--- config.mk ---
export PLATFORM = sky130hd
export DESIGN_NAME = seq_tx
export DESIGN_NICKNAME = d
export VERILOG_FILES = /design/src/rtl/seq_tx.sv
export SDC_FILE = /design/constraint.sdc
export NUM_CORES = 1
export LEC_CHECK = 0
export CAP_MARGIN = 5
export CORE_MARGIN = 8
export CORE_UTILIZATION = 45
export CTS_BUF_LIST = sky130_fd_sc_hd__clkbuf_4
export CTS_CLUSTER_DIAMETER = 50
export DETAILED_ROUTE_END_ITERATION = 10
export GPL_ROUTABILITY_DRIVEN = 0
export PLACE_DENSITY = 0.67
export SKIP_CTS_REPAIR_TIMING = 1
export SLEW_MARGIN = 25
export SYNTH_ARGS = -nofsm -noshare
export SYNTH_HDL_FRONTEND = slang
export SYNTH_SLANG_ARGS = --single-unit
--- constraint.sdc ---
create_clock -name clk -period 3.9 [get_ports clk]
set_input_delay 0.39 -clock clk [delete_from_list [all_inputs] [get_ports clk]]
set_output_delay 0.39 -clock clk [all_outputs]
set_load 0.01 [all_outputs]
--- src/rtl/seq_tx.sv ---
// Serial bit-sequence transmitter: latches a pattern on start and shifts it out MSB-first,
// optionally repeating the frame with a one-cycle gap. Define SEQ_TX_PARITY_EN to append an even-parity bit per frame.
module seq_tx #(
    parameter int WIDTH = 8,
    parameter int LEN_W = 4,
    parameter int CNT_W = 4
) (
    input  logic             clk,
    input  logic             rst,
    input  logic             start,
    input  logic [WIDTH-1:0] pattern,
    input  logic [LEN_W-1:0] len,
    input  logic [CNT_W-1:0] repeat_n,
    output logic             x,
    output logic             x_valid,
    output logic             busy,
    output logic             done
);

`ifdef SEQ_TX_PARITY_EN
    typedef enum logic [2:0] {IDLE, SHIFT, GAP, DONE, PARITY} state_t;
`else
    typedef enum logic [1:0] {IDLE, SHIFT, GAP, DONE} state_t;
`endif

    state_t           state_q, state_d;
    logic [WIDTH-1:0] pat_q, pat_d;
    logic [LEN_W-1:0] len_q, len_d;
    logic [LEN_W-1:0] idx_q, idx_d;
    logic [CNT_W-1:0] rep_q, rep_d;
    logic             x_q, x_d;
    logic             xv_q, xv_d;
    logic             busy_q, busy_d;
    logic             done_q, done_d;
    logic [LEN_W-1:0] len_clamp;
    logic             end_frame;
    logic             cur_bit;
`ifdef SEQ_TX_PARITY_EN
    logic             par_q, par_d;
`endif

    // Bit select with a LEN_W-wide index that may exceed the pattern width.
    function automatic logic bit_at(input logic [WIDTH-1:0] v, input logic [LEN_W-1:0] i);
        logic b;
        b = 1'b0;
        for (int k = 0; k < WIDTH; k++) begin
            if (i == LEN_W'(k)) b = v[k];
        end
        return b;
    endfunction

    assign len_clamp = (len > LEN_W'(WIDTH)) ? LEN_W'(WIDTH) : len;
    assign cur_bit   = bit_at(pat_q, idx_q);

    // Next-state and next-output logic; every output is registered below.
    always_comb begin
        state_d   = state_q;
        pat_d     = pat_q;
        len_d     = len_q;
        idx_d     = idx_q;
        rep_d     = rep_q;
        x_d       = 1'b0;
        xv_d      = 1'b0;
        busy_d    = 1'b1;
        done_d    = 1'b0;
        end_frame = 1'b0;
`ifdef SEQ_TX_PARITY_EN
        par_d     = par_q;
`endif
        case (state_q)
            IDLE: begin
                busy_d = 1'b0;
                if (start) begin
                    pat_d  = pattern;
                    len_d  = len_clamp;
                    rep_d  = repeat_n;
                    busy_d = 1'b1;
`ifdef SEQ_TX_PARITY_EN
                    par_d  = 1'b0;
`endif
                    if (len_clamp == '0) begin
                        state_d = DONE;
                        done_d  = 1'b1;
                    end else begin
                        state_d = SHIFT;
                        idx_d   = len_clamp - LEN_W'(1);
                        x_d     = bit_at(pattern, len_clamp - LEN_W'(1));
                        xv_d    = 1'b1;
                    end
                end
            end
            SHIFT: begin
`ifdef SEQ_TX_PARITY_EN
                par_d = par_q ^ cur_bit;
`endif
                if (idx_q != '0) begin
                    idx_d = idx_q - LEN_W'(1);
                    x_d   = bit_at(pat_q, idx_q - LEN_W'(1));
                    xv_d  = 1'b1;
                end else begin
`ifdef SEQ_TX_PARITY_EN
                    state_d = PARITY;
                    x_d     = par_q ^ cur_bit;
                    xv_d    = 1'b1;
`else
                    end_frame = 1'b1;
`endif
                end
            end
`ifdef SEQ_TX_PARITY_EN
            PARITY: end_frame = 1'b1;
`endif
            GAP: begin
                if (rep_q != '0) rep_d = rep_q - CNT_W'(1);
                idx_d   = len_q - LEN_W'(1);
                state_d = SHIFT;
                x_d     = bit_at(pat_q, len_q - LEN_W'(1));
                xv_d    = 1'b1;
`ifdef SEQ_TX_PARITY_EN
                par_d   = 1'b0;
`endif
            end
            DONE: begin
                state_d = IDLE;
                busy_d  = 1'b0;
            end
            default: begin
                state_d = IDLE;
                busy_d  = 1'b0;
            end
        endcase

        if (end_frame) begin
            if (rep_q != '0) begin
                state_d = GAP;
            end else begin
                state_d = DONE;
                done_d  = 1'b1;
            end
        end
    end

    always_ff @(posedge clk) begin
        if (rst) begin
            state_q <= IDLE;
            pat_q   <= '0;
            len_q   <= '0;
            idx_q   <= '0;
            rep_q   <= '0;
            x_q     <= 1'b0;
            xv_q    <= 1'b0;
            busy_q  <= 1'b0;
            done_q  <= 1'b0;
`ifdef SEQ_TX_PARITY_EN
            par_q   <= 1'b0;
`endif
        end else begin
            state_q <= state_d;
            pat_q   <= pat_d;
            len_q   <= len_d;
            idx_q   <= idx_d;
            rep_q   <= rep_d;
            x_q     <= x_d;
            xv_q    <= xv_d;
            busy_q  <= busy_d;
            done_q  <= done_d;
`ifdef SEQ_TX_PARITY_EN
            par_q   <= par_d;
`endif
        end
    end

    assign x       = x_q;
    assign x_valid = xv_q;
    assign busy    = busy_q;
    assign done    = done_q;

endmodule
==> impl_summary.txt <==
----------------------------------------------------
[Detailed routing]
  DRC viols ... 0
  Wire length after detailed routing ... 4140 um
  Via density per instance ... 5.41
  Detailed-router iteration count before antenna repair ... 4
  Average wire length per cell after detail routing ... 13.9 um
  Final ANT Viol Nets ... 0
  First DRT Iteration DRCs ... 119
  Total via count in the routed design ... 1,606

[Yosys]
  Cell Area, Synth ... 1800 sq um
  Count of flip-flops with a built-in enable after synthesis ... 0
  Async set-or-reset flop fraction in the synthesized netlist ... 0
  Net count after synthesis ... 269
  Number of storage elements in the synthesis netlist ... 26
  Area share of fa/ha/maj cells after synthesis ... 0.132
  Average instance area after synthesis ... 7.77 sq um
  Share of the yosys chip area belonging to registers ... 0.290
  Most numerous cell in the Yosys netlist ... sky130_fd_sc_hd__nand2_1
  Leading register cell type out of synthesis ... sky130_fd_sc_hd__dfxtp_1
  Dominant combinational cell family by area after synthesis ... compound AO/OA/AOI/OAI gates
  Portion of synthesized cell area occupied by the leading cell type ... 0.290
  Number of standard cells after synthesis ... 231
  Complex-gate fraction of the synthesized area ... 0.248
  Synth Area in Simple Gates ... 0.217
  Synthesized-area fraction occupied by xor and xnor cells ... 0.0244
  Number of library cell types mapped by synthesis ... 41
  Number of warnings reported in the yosys synthesis log ... 0
  Top cells by count, synth ... sky130_fd_sc_hd__nand2_1, sky130_fd_sc_hd__a21oi_1, sky130_fd_sc_hd__dfxtp_1
  Fraction of synthesized area in multiplexers ... 0.0167
  Largest cells by area after synthesis ... sky130_fd_sc_hd__dfxtp_1, sky130_fd_sc_hd__ha_1, sky130_fd_sc_hd__a21oi_1
  Cell taking the most area after synthesis ... sky130_fd_sc_hd__dfxtp_1

[Floorplan]
  Site Rows ... 23
  Horizontal die dimension ... 79.2 um
  Die Area ... 6270 sq um
  Placeable core region ... 3910 sq um
  Num ports ... 23
  Initial core utilization ... 0.459
  Die height ... 79.2 um

[Global routing]
  Maximum number of pins on one net before global-route repair ... 26
  Number of antenna violations at the first check in global routing ... 0
  Vias in the first global route ... 1,562
  Grt total ovfl ... 0
  First-pass GRT wire length ... 7240 um
  GRT Util Overall ... 0.138

[Place]
  Post-Place Setup Slack ... 1.49 ns
  Port buffer count ... 22
  DPL Wire Length ... 3200 um
  Number of cells after detailed placement ... 293

[STA]
  Setup repair after global routing missed its margin ... false
  Final cycle utilization of the critical path ... 0.526
  Final Setup Violations ... 0
  Count of endpoints failing hold in the final timing report ... 0
  Maximum frequency from static timing analysis ... 487 MHz
  Worst Max-Slew Pin Slew ... 0.679 ns
  Worst-case headroom to the max-slew limit ... 0.547
  Fin worst setup slack ... 1.85 ns
  Number of slew-limit violations in the final report ... 0
  Post-layout minimum cycle time ... 2.05 ns
  Total negative slack ... 0 ns
  Post-Route Hold Slack ... 0.470 ns
  Worst clock skew ... 0.00855 ns

[CTS]
  Clk buf depth ... 2
  Clk_lat worst skew ... 0.32 ns
  Sink count of the clock tree ... 26
  Root buffer cell ... sky130_fd_sc_hd__clkbuf_4
  Number of buffers inserted during clock tree synthesis ... 3
  Number of H-tree branching levels ... 1
  Clock-pin slew on the worst setup and hold paths ... 0.14 ns
  CTS tree ... done

[Worst setup path]
  Nature of the critical path startpoint ... input port
  Req. time, crit path ... 4.13 ns
  Worst setup EP type ... flop
  Maximum fanout count along the critical path ... 6
  Worst Setup Path Type ... in -> reg
  Arr. time, crit path ... 2.28 ns

[Power]
  Sw Ratio ... 0.458
  Static Leak ... 0.000787 uW
  Net Sw Power ... 576 uW
  Maximum vdd ir drop ... 340 uV
  Part of the total power dissipated in combinational logic ... 0.563
  Design internal power ... 683 uW
  Cell area power density ... 614 nW/um^2
  Part of the power in registers ... 0.342
  Clock share of power ... 0.096

[Cells and area]
  Final design utilization ... 0.524
  Fraction of final layout cells with drive strength greater than 1 ... 0.0567
  Area growth syn-to-layout ... 14.2%
  N_diodes ... 0
  Non-filler cells, final ... 297
  Total Nets Final ... 286

[Status]
  Run status ... finished clean

[Min path]
  Classification of the worst-slack hold path ... reg -> reg

[Job]
  Max Cap Viol ... 0

----------------------------------------------------
-- sequential cells by signal (all words and copies together), names as in the netlist --
| signal | flops |
|---|---|
| busy | 1 |
| done | 1 |
| idx_q | 4 |
| len_q | 4 |
| pat_q | 8 |
| rep_q | 4 |
| state_q | 2 |
| x | 1 |
| x_valid | 1 |
-- power groups by stage --
stage / clock network [uW] / registers [uW] / logic [uW]
finish: 120 / 430 / 709
global route: 135 / 444 / 808
CTS: 125 / 431 / 709
detailed placement: 0 / 438 / 704
global placement: 0 / 437 / 701
floorplan: 0 / 407 / 567
-- layout make-up --
class	instances	area, sq um
multi-input cells	176	1150
flip-flops and latches	26	520
fillers	416	1860
clock inverters	1	3.75
inverters	18	67.6
repair buffers	23	228
well taps	50	62.6
clock buffers	3	22.5
-- critical path, cell delays in order --
cell and delay, ns:
sky130_fd_sc_hd__clkdlybuf4s50_1 0.54, sky130_fd_sc_hd__nand2b_1 0.22, sky130_fd_sc_hd__inv_1 0.09, sky130_fd_sc_hd__ha_1 0.22, sky130_fd_sc_hd__a21oi_1 0.11, sky130_fd_sc_hd__o21ai_0 0.10
sky130_fd_sc_hd__a221oi_1 0.25, sky130_fd_sc_hd__nor3_1 0.09, sky130_fd_sc_hd__a211o_1 0.26
-- final timing paths --
kind                                  from  endpoint  slack, ns  cells past startpoint
worst min register to register    pat_q[2]  pat_q[2]       0.47                      2
worst min-delay path              pat_q[2]  pat_q[2]       0.47                      2
worst max-delay path                len[3]         x       1.85                      9
worst max register to register  state_q[0]  rep_q[0]       1.87                      6
-- cell families after synthesis --
group | after synthesis
AOI/OAI and AO/OA | 69
and+or+nand+nor | 80
adders and majority gates | 19
buffers and inverters | 29
muxes | 3
xor gates and xnor gates | 5
DFF | 26
-- per-stage QoR --
stage	power [uW]	area (sq um)
after floorplan	975	1800
after global placement	1140	2020
after detailed placement	1140	2020
after CTS	1260	2050
after global routing	1390	2050
final	1260	2050
-- cell usage in the layout, fill, tap and decap left out, types with 2 or more instances in the layout --
| cell | count |
|---|---|
| sky130_fd_sc_hd__nand4_1 | 2 |
| sky130_fd_sc_hd__a21oi_1 | 31 |
| sky130_fd_sc_hd__o21ai_0 | 12 |
| sky130_fd_sc_hd__o211ai_1 | 2 |
| sky130_fd_sc_hd__nand3b_1 | 4 |
| sky130_fd_sc_hd__xor2_1 | 4 |
| sky130_fd_sc_hd__a22oi_1 | 3 |
| sky130_fd_sc_hd__dfxtp_1 | 26 |
| sky130_fd_sc_hd__clkbuf_4 | 3 |
| sky130_fd_sc_hd__mux2i_1 | 3 |
| sky130_fd_sc_hd__nor2b_1 | 2 |
| sky130_fd_sc_hd__nand2_1 | 39 |
| sky130_fd_sc_hd__nor2_1 | 17 |
| sky130_fd_sc_hd__a211o_1 | 3 |
| sky130_fd_sc_hd__ha_1 | 19 |
| sky130_fd_sc_hd__o31a_1 | 3 |
| sky130_fd_sc_hd__a221oi_1 | 2 |
| sky130_fd_sc_hd__inv_1 | 18 |
| sky130_fd_sc_hd__a21oi_2 | 2 |
| sky130_fd_sc_hd__nand2b_1 | 7 |
| sky130_fd_sc_hd__clkdlybuf4s50_1 | 22 |
| sky130_fd_sc_hd__a2111oi_0 | 2 |
| sky130_fd_sc_hd__a211oi_1 | 2 |
-- metal layers --
| layer | global-route usage | vias to the layer above | part of all wire |
|---|---|---|---|
| met1 | 0.193 | 745 | 0.51 |
| met4 | 0.0278 | 0 | 0.0092 |
| met5 | 0 | - | 0 |
| met3 | 0.0192 | 4 | 0.036 |
| met2 | 0.219 | 32 | 0.45 |
| li1 | - | 825 | - |
(Power assumes the default switching activity.)
==> patch 1 (same flow settings) <==
Reset style: asynchronous (`rst`), changed in one clocked block.
--- a/src/rtl/seq_tx.sv
+++ b/src/rtl/seq_tx.sv
@@ -140,7 +140,7 @@
         end
     end
 
-    always_ff @(posedge clk) begin
+    always_ff @(posedge clk or posedge rst) begin
         if (rst) begin
             state_q <= IDLE;
             pat_q   <= '0;
Behaviour: differs if rst is asserted again (counterexample within 4 cycles, from zero or initial values and one cycle with rst high); with rst held inactive, the same outputs for 10 cycles.
==> patch 1 against the unedited design <==
- count of clock-buffer cells in the layout stayed put
- setup slack worse by 320 ps
- wire length fell by 0.36%
- clock power grew 58%
- sequential cell count stayed put
- synthesized area is 0.98% lower
- worst hold slack lost 58 ps
- sequential power rose by 23%
- final area rose by 1.4%
- combinational power is 13% higher
- synthesized cell count shrank 19%
- utilization up 0.74 points
- fmax fell by 14%
- power is 21% higher
==> patch 1: results <==
group,metric,value,unit
global_route,grtUsageTotal,13.43,%
cts,cts_buffers,3,
global_route,grt_pass1_wl,6789,um
global_route,grt_max_degree,27,
power,ir_drop,342.1,uV
cts,clk_latency,320,ps
power,power.leakage,0.8905,nW
yosys,synth_warnings,0,
detailed_routing,dr.first_iter.drc_count,93,
final_layout,final_common_cell,"dfrtp_1",
detailed_routing,firstDrtPassIters,4,
final_layout,largest_register_ffs,8,
final_layout,diodes,0,
min_path,hp-class,"in2async",
yosys,avgSynthCellArea,9.508,um2
final_layout,nFillCells,376,
timing,clock-skew-final,5.009,ps
worst_setup_path,crit_start,"len[3]",
yosys,yosys-top-cells-area,"dfrtp_1 37%, ha_1 13%, mux2_2 7.0%, o21ai_0 4.5%, a21oi_1 3.4%",
global_route,grt_pass1_vias,1443,
yosys,synthArstFlopShare,100.0,%
place,port_buffers,22,
timing,timing.slew.headroom,53.04,%
status,status,"finished, final reports clean",
yosys,ys_seq_area_share,36.59,%
worst_setup_path,cp_data_arrival_time,2600,ps
place,dpl.hpwl,3166,um
detailed_routing,routed_wl,4127,um
worst_setup_path,path_max_fanout,7,
worst_setup_path,rr_startpoint,"state_q[1]$_DFFE_PP0P_",
global_route,antenna_found_initial,0,
yosys,synth_nets,225,
detailed_routing,vias_per_cell,5.700,
yosys,synth.distinct_cells,42,
final_layout,drive_gt1_share,9.179,%
cts,clkTransAtPathRegs,150,ps
final_layout,layout.cells.non_filler,257,
yosys,synth-main-ff-cell,"dfrtp_1",
place,dp.cells,253,
yosys,synth_common_cells,"26 x dfrtp_1, 19 x ha_1, 16 x inv_1, 16 x o21ai_0, 15 x nand2_1",
## patch 1: per-layer routing
layer	track usage, %	wire length (um)	part of all wire (%)
met5	0	0	0
met4	4.074	63	1.5
met3	2.483	178	4.3
met2	22.20	1980	48
met1	17.35	1904	46
## patch 1: worst paths after layout
| check | to | slack [ps] | cells past startpoint |
|---|---|---|---|
| worst min register to register | len_q[3]$_DFFE_PP0P_ | 550 | 1 |
| worst min-delay path | len_q[0]$_DFFE_PP0P_ | 410 | 2 |
| worst max-delay path | idx_q[2]$_DFFE_PP0P_ | 1530 | 7 |
| worst max register to register | idx_q[2]$_DFFE_PP0P_ | 1660 | 6 |
| max in group asynchronous | x_valid$_DFF_PP0_ | 3120 | 2 |
| min in group clk | len_q[3]$_DFFE_PP0P_ | 550 | 1 |
## patch 1: area by class of cell
| type | instances | area share [%] |
|---|---|---|
| timing repair buffer | 22 | 10.59 |
| inverter | 17 | 3.069 |
| clock inverter | 1 | 1.444 |
| multi-input combinational | 138 | 49.52 |
| clock buffer | 3 | 1.083 |
| tap | 50 | 3.008 |
| sequential | 26 | 31.29 |
## patch 1: kinds of logic (layout without fill, tap and decap cells)
| family | after synthesis | after routing | synth area share (%) |
|---|---|---|---|
| AND/OR/NAND/NOR | 48 | 48 | 13.86 |
| XOR/XNOR | 5 | 5 | 2.464 |
| buffers and inverters | 23 | 43 | 5.489 |
| multiplexers | 16 | 16 | 10.06 |
| adder cells (fa/ha/maj) | 19 | 19 | 13.37 |
| AO/OA/AOI/OAI | 50 | 50 | 18.16 |
| flip-flops | 26 | 26 | 36.59 |
## patch 1: critical path, cell delays in order
cell and delay [ps]:
clkdlybuf4s50_1 540, nand2b_1 220, ha_1 260, or3b_1 440, a21oi_1 160, or3_1 250
mux2_4 320
## patch 1: power by group
part / internal (mW) / switching [mW]
Combinational: 0.379 / 0.422
Sequential: 0.398 / 0.133
Clock: 0.104 / 0.0858
## patch 1: stage by stage
stage	power (mW)	worst slack, ps	util [%]	instance area [um2]
2_1_floorplan	1.127	1913	-	1778
3_3_place_gp	1.302	1274	51.79	2027
3_5_place_dp	1.324	1191	51.79	2027
4_1_cts	1.525	1562	53.13	2079
5_1_grt	1.653	1398	53.13	2079
6_report	1.522	1526	53.13	2079
==> patch 2 (same settings) <==
Without the edit above. The option `SEQ_TX_PARITY_EN` is turned on by a define.
--- a/src/rtl/seq_tx.sv
+++ b/src/rtl/seq_tx.sv
@@ -1,5 +1,7 @@
 // Serial bit-sequence transmitter: latches a pattern on start and shifts it out MSB-first,
 // optionally repeating the frame with a one-cycle gap. Define SEQ_TX_PARITY_EN to append an even-parity bit per frame.
+`define SEQ_TX_PARITY_EN
+
 module seq_tx #(
     parameter int WIDTH = 8,
     parameter int LEN_W = 4,
Check against the original RTL: not equivalent (Yosys sat finds a counterexample within 4 cycles, from zero or initial values and one cycle with rst high).
==> patch 2 against the unedited design <==
- sequential cell count up 2
- power fell by 22%
- setup slack got worse by 270 ps
- synthesized area is 5.4% higher
- sequential power down 9.1%
- non-clock buffer count fell by 1
- wire length up 7.6%
- global-route usage about the same
- via count grew 7.0%
- final area up 5.7%
- largest cell class unchanged
- largest power group unchanged
- highest routed layer unchanged
==> patch 2: results <==
group,metric,value,unit
status,status,"finished, final reports clean",
yosys,ys_seq_area_share,29.63,%
timing,clock-skew-final,13.24,ps
final_layout,largest_register_ffs,8,
final_layout,diodes,0,
cts,clk_latency,340,ps
detailed_routing,routed_wl,4455,um
worst_setup_path,cp_data_arrival_time,2580,ps
yosys,avgSynthCellArea,7.567,um2
yosys,synth_common_cells,"41 x nand2_1, 28 x dfxtp_1, 27 x a21oi_1",
cts,cts_buffers,3,
detailed_routing,firstDrtPassIters,4,
cts,htreeDepth,1,
min_path,hold_path_depth,2,
global_route,grt_pass1_wl,7438,um
final_layout,nFillCells,419,
worst_setup_path,worst-r2r-setup-slack,1710,ps
yosys,synth.distinct_cells,46,
final_layout,layout.cells.non_filler,311,
detailed_routing,vias,1718,
min_path,min-delay-start,"pat_q[2]$_SDFFE_PP0P_",
place,dpl_cell_area,2115,um2
power,power.leakage,0.8347,nW
timing,tightest_slew,985.6,ps
global_route,grt_max_degree,27,
min_path,hp-class,"reg2reg",
global_route,grt_pass1_vias,1619,
global_route,antenna_found_initial,0,
place,port_buffers,22,
min_path,hold_end,"pat_q[2]$_SDFFE_PP0P_",
cts,cts_root_buf,"clkbuf_4",
yosys,synthArstFlopShare,0,%
place,place_ws,1202,ps
worst_setup_path,slowest_delay,550,ps
yosys,synth_warnings,0,
place,dpl.hpwl,3392,um
final_layout,drive_gt1_share,4.215,%
final_layout,finalNetCount,296,
worst_setup_path,cp_slowest_cell,"clkdlybuf4s50_1",
power,ir_drop,198.6,uV
yosys,synth_nets,284,
timing,whs,470.2,ps
worst_setup_path,path_max_fanout,7,
worst_setup_path,worst_r2r_endpoint,"x$_SDFF_PP0_",
yosys,yosys-top-cells-area,"dfxtp_1 30%, ha_1 9.9%, nand2_1 8.1%, a21oi_1 7.1%, nor2_1 4.4%",
detailed_routing,dr.first_iter.drc_count,110,
global_route,grtUsageTotal,13.80,%
worst_setup_path,rr_startpoint,"idx_q[0]$_SDFFE_PP0P_",
worst_setup_path,r2r_cells,7,
cts,clockBufferDepth,2,
final_layout,largest_register,"pat_q",
cts,clkTransAtPathRegs,160,ps
[patch 2: cell count changes after synthesis, sizes merged, moves of 4 or more]
cell    delta
nor2b      +4
nor2       +5
clkbuf     +7
ha         -4
a21oi      -7
inv        -7
[patch 2: critical path, delay by kind of cell]
family	cells	cell delay [ps]
AOI/OAI and AO/OA	4	550
buffers and inverters	1	550
and+or+nand+nor	3	890
adders and majority gates	1	200
[patch 2: how the worst max path moves through the flow]
stage	start	end	slack, ps	cells after the start
after detailed placement	len[3]	idx_q[1]$_SDFFE_PP0P_	1200	9
after global routing	len[3]	idx_q[1]$_SDFFE_PP0P_	1430	9
after global placement	len[3]	idx_q[3]$_SDFFE_PP0P_	1270	9
after CTS	len[3]	idx_q[1]$_SDFFE_PP0P_	1570	9
final	len[3]	idx_q[1]$_SDFFE_PP0P_	1570	9
after floorplan	len[3]	idx_q[3]$_SDFFE_PP0P_	1990	8
[patch 2: report_power, final]
group	switching, mW	internal (mW)	leakage (nW)	total (mW)
Clock	0.0905	0.104	0.0279	0.194
Sequential	0.0616	0.329	0.230	0.391
Combinational	0.223	0.179	0.577	0.402
Total	0.375	0.612	0.835	0.987
[patch 2: final cells by class]
class / instances / area (um2) / area share (%)
Clock inverter: 1 / 30.03 / 1.386
Multi-Input combinational cell: 196 / 1230 / 56.76
Sequential cell: 28 / 560.5 / 25.87
Clock buffer: 3 / 22.52 / 1.039
Timing Repair Buffer: 22 / 220.2 / 10.16
Tap cell: 50 / 62.56 / 2.887
Inverter: 11 / 41.29 / 1.905
[patch 2: cell families (layout without fill, tap and decap cells)]
logic type	after synthesis	in the layout	synth area share (%)
muxes	6	6	3.902
xor gates and xnor gates	4	4	1.852
adders and majority gates	15	15	9.921
DFF	28	28	29.63
and+or+nand+nor	99	99	25.20
buffers and inverters	26	37	5.357
AOI/OAI and AO/OA	72	72	24.14
[patch 2: routing by layer]
layer  part of all wire (%)  track usage, %  vias to the layer above
met3                    2.5           2.318                        5
met5                      0               0                        -
met4                   0.76           2.321                        0
li1                       -               -                      899
met1                     53           19.87                      790
met2                     44           21.17                       24
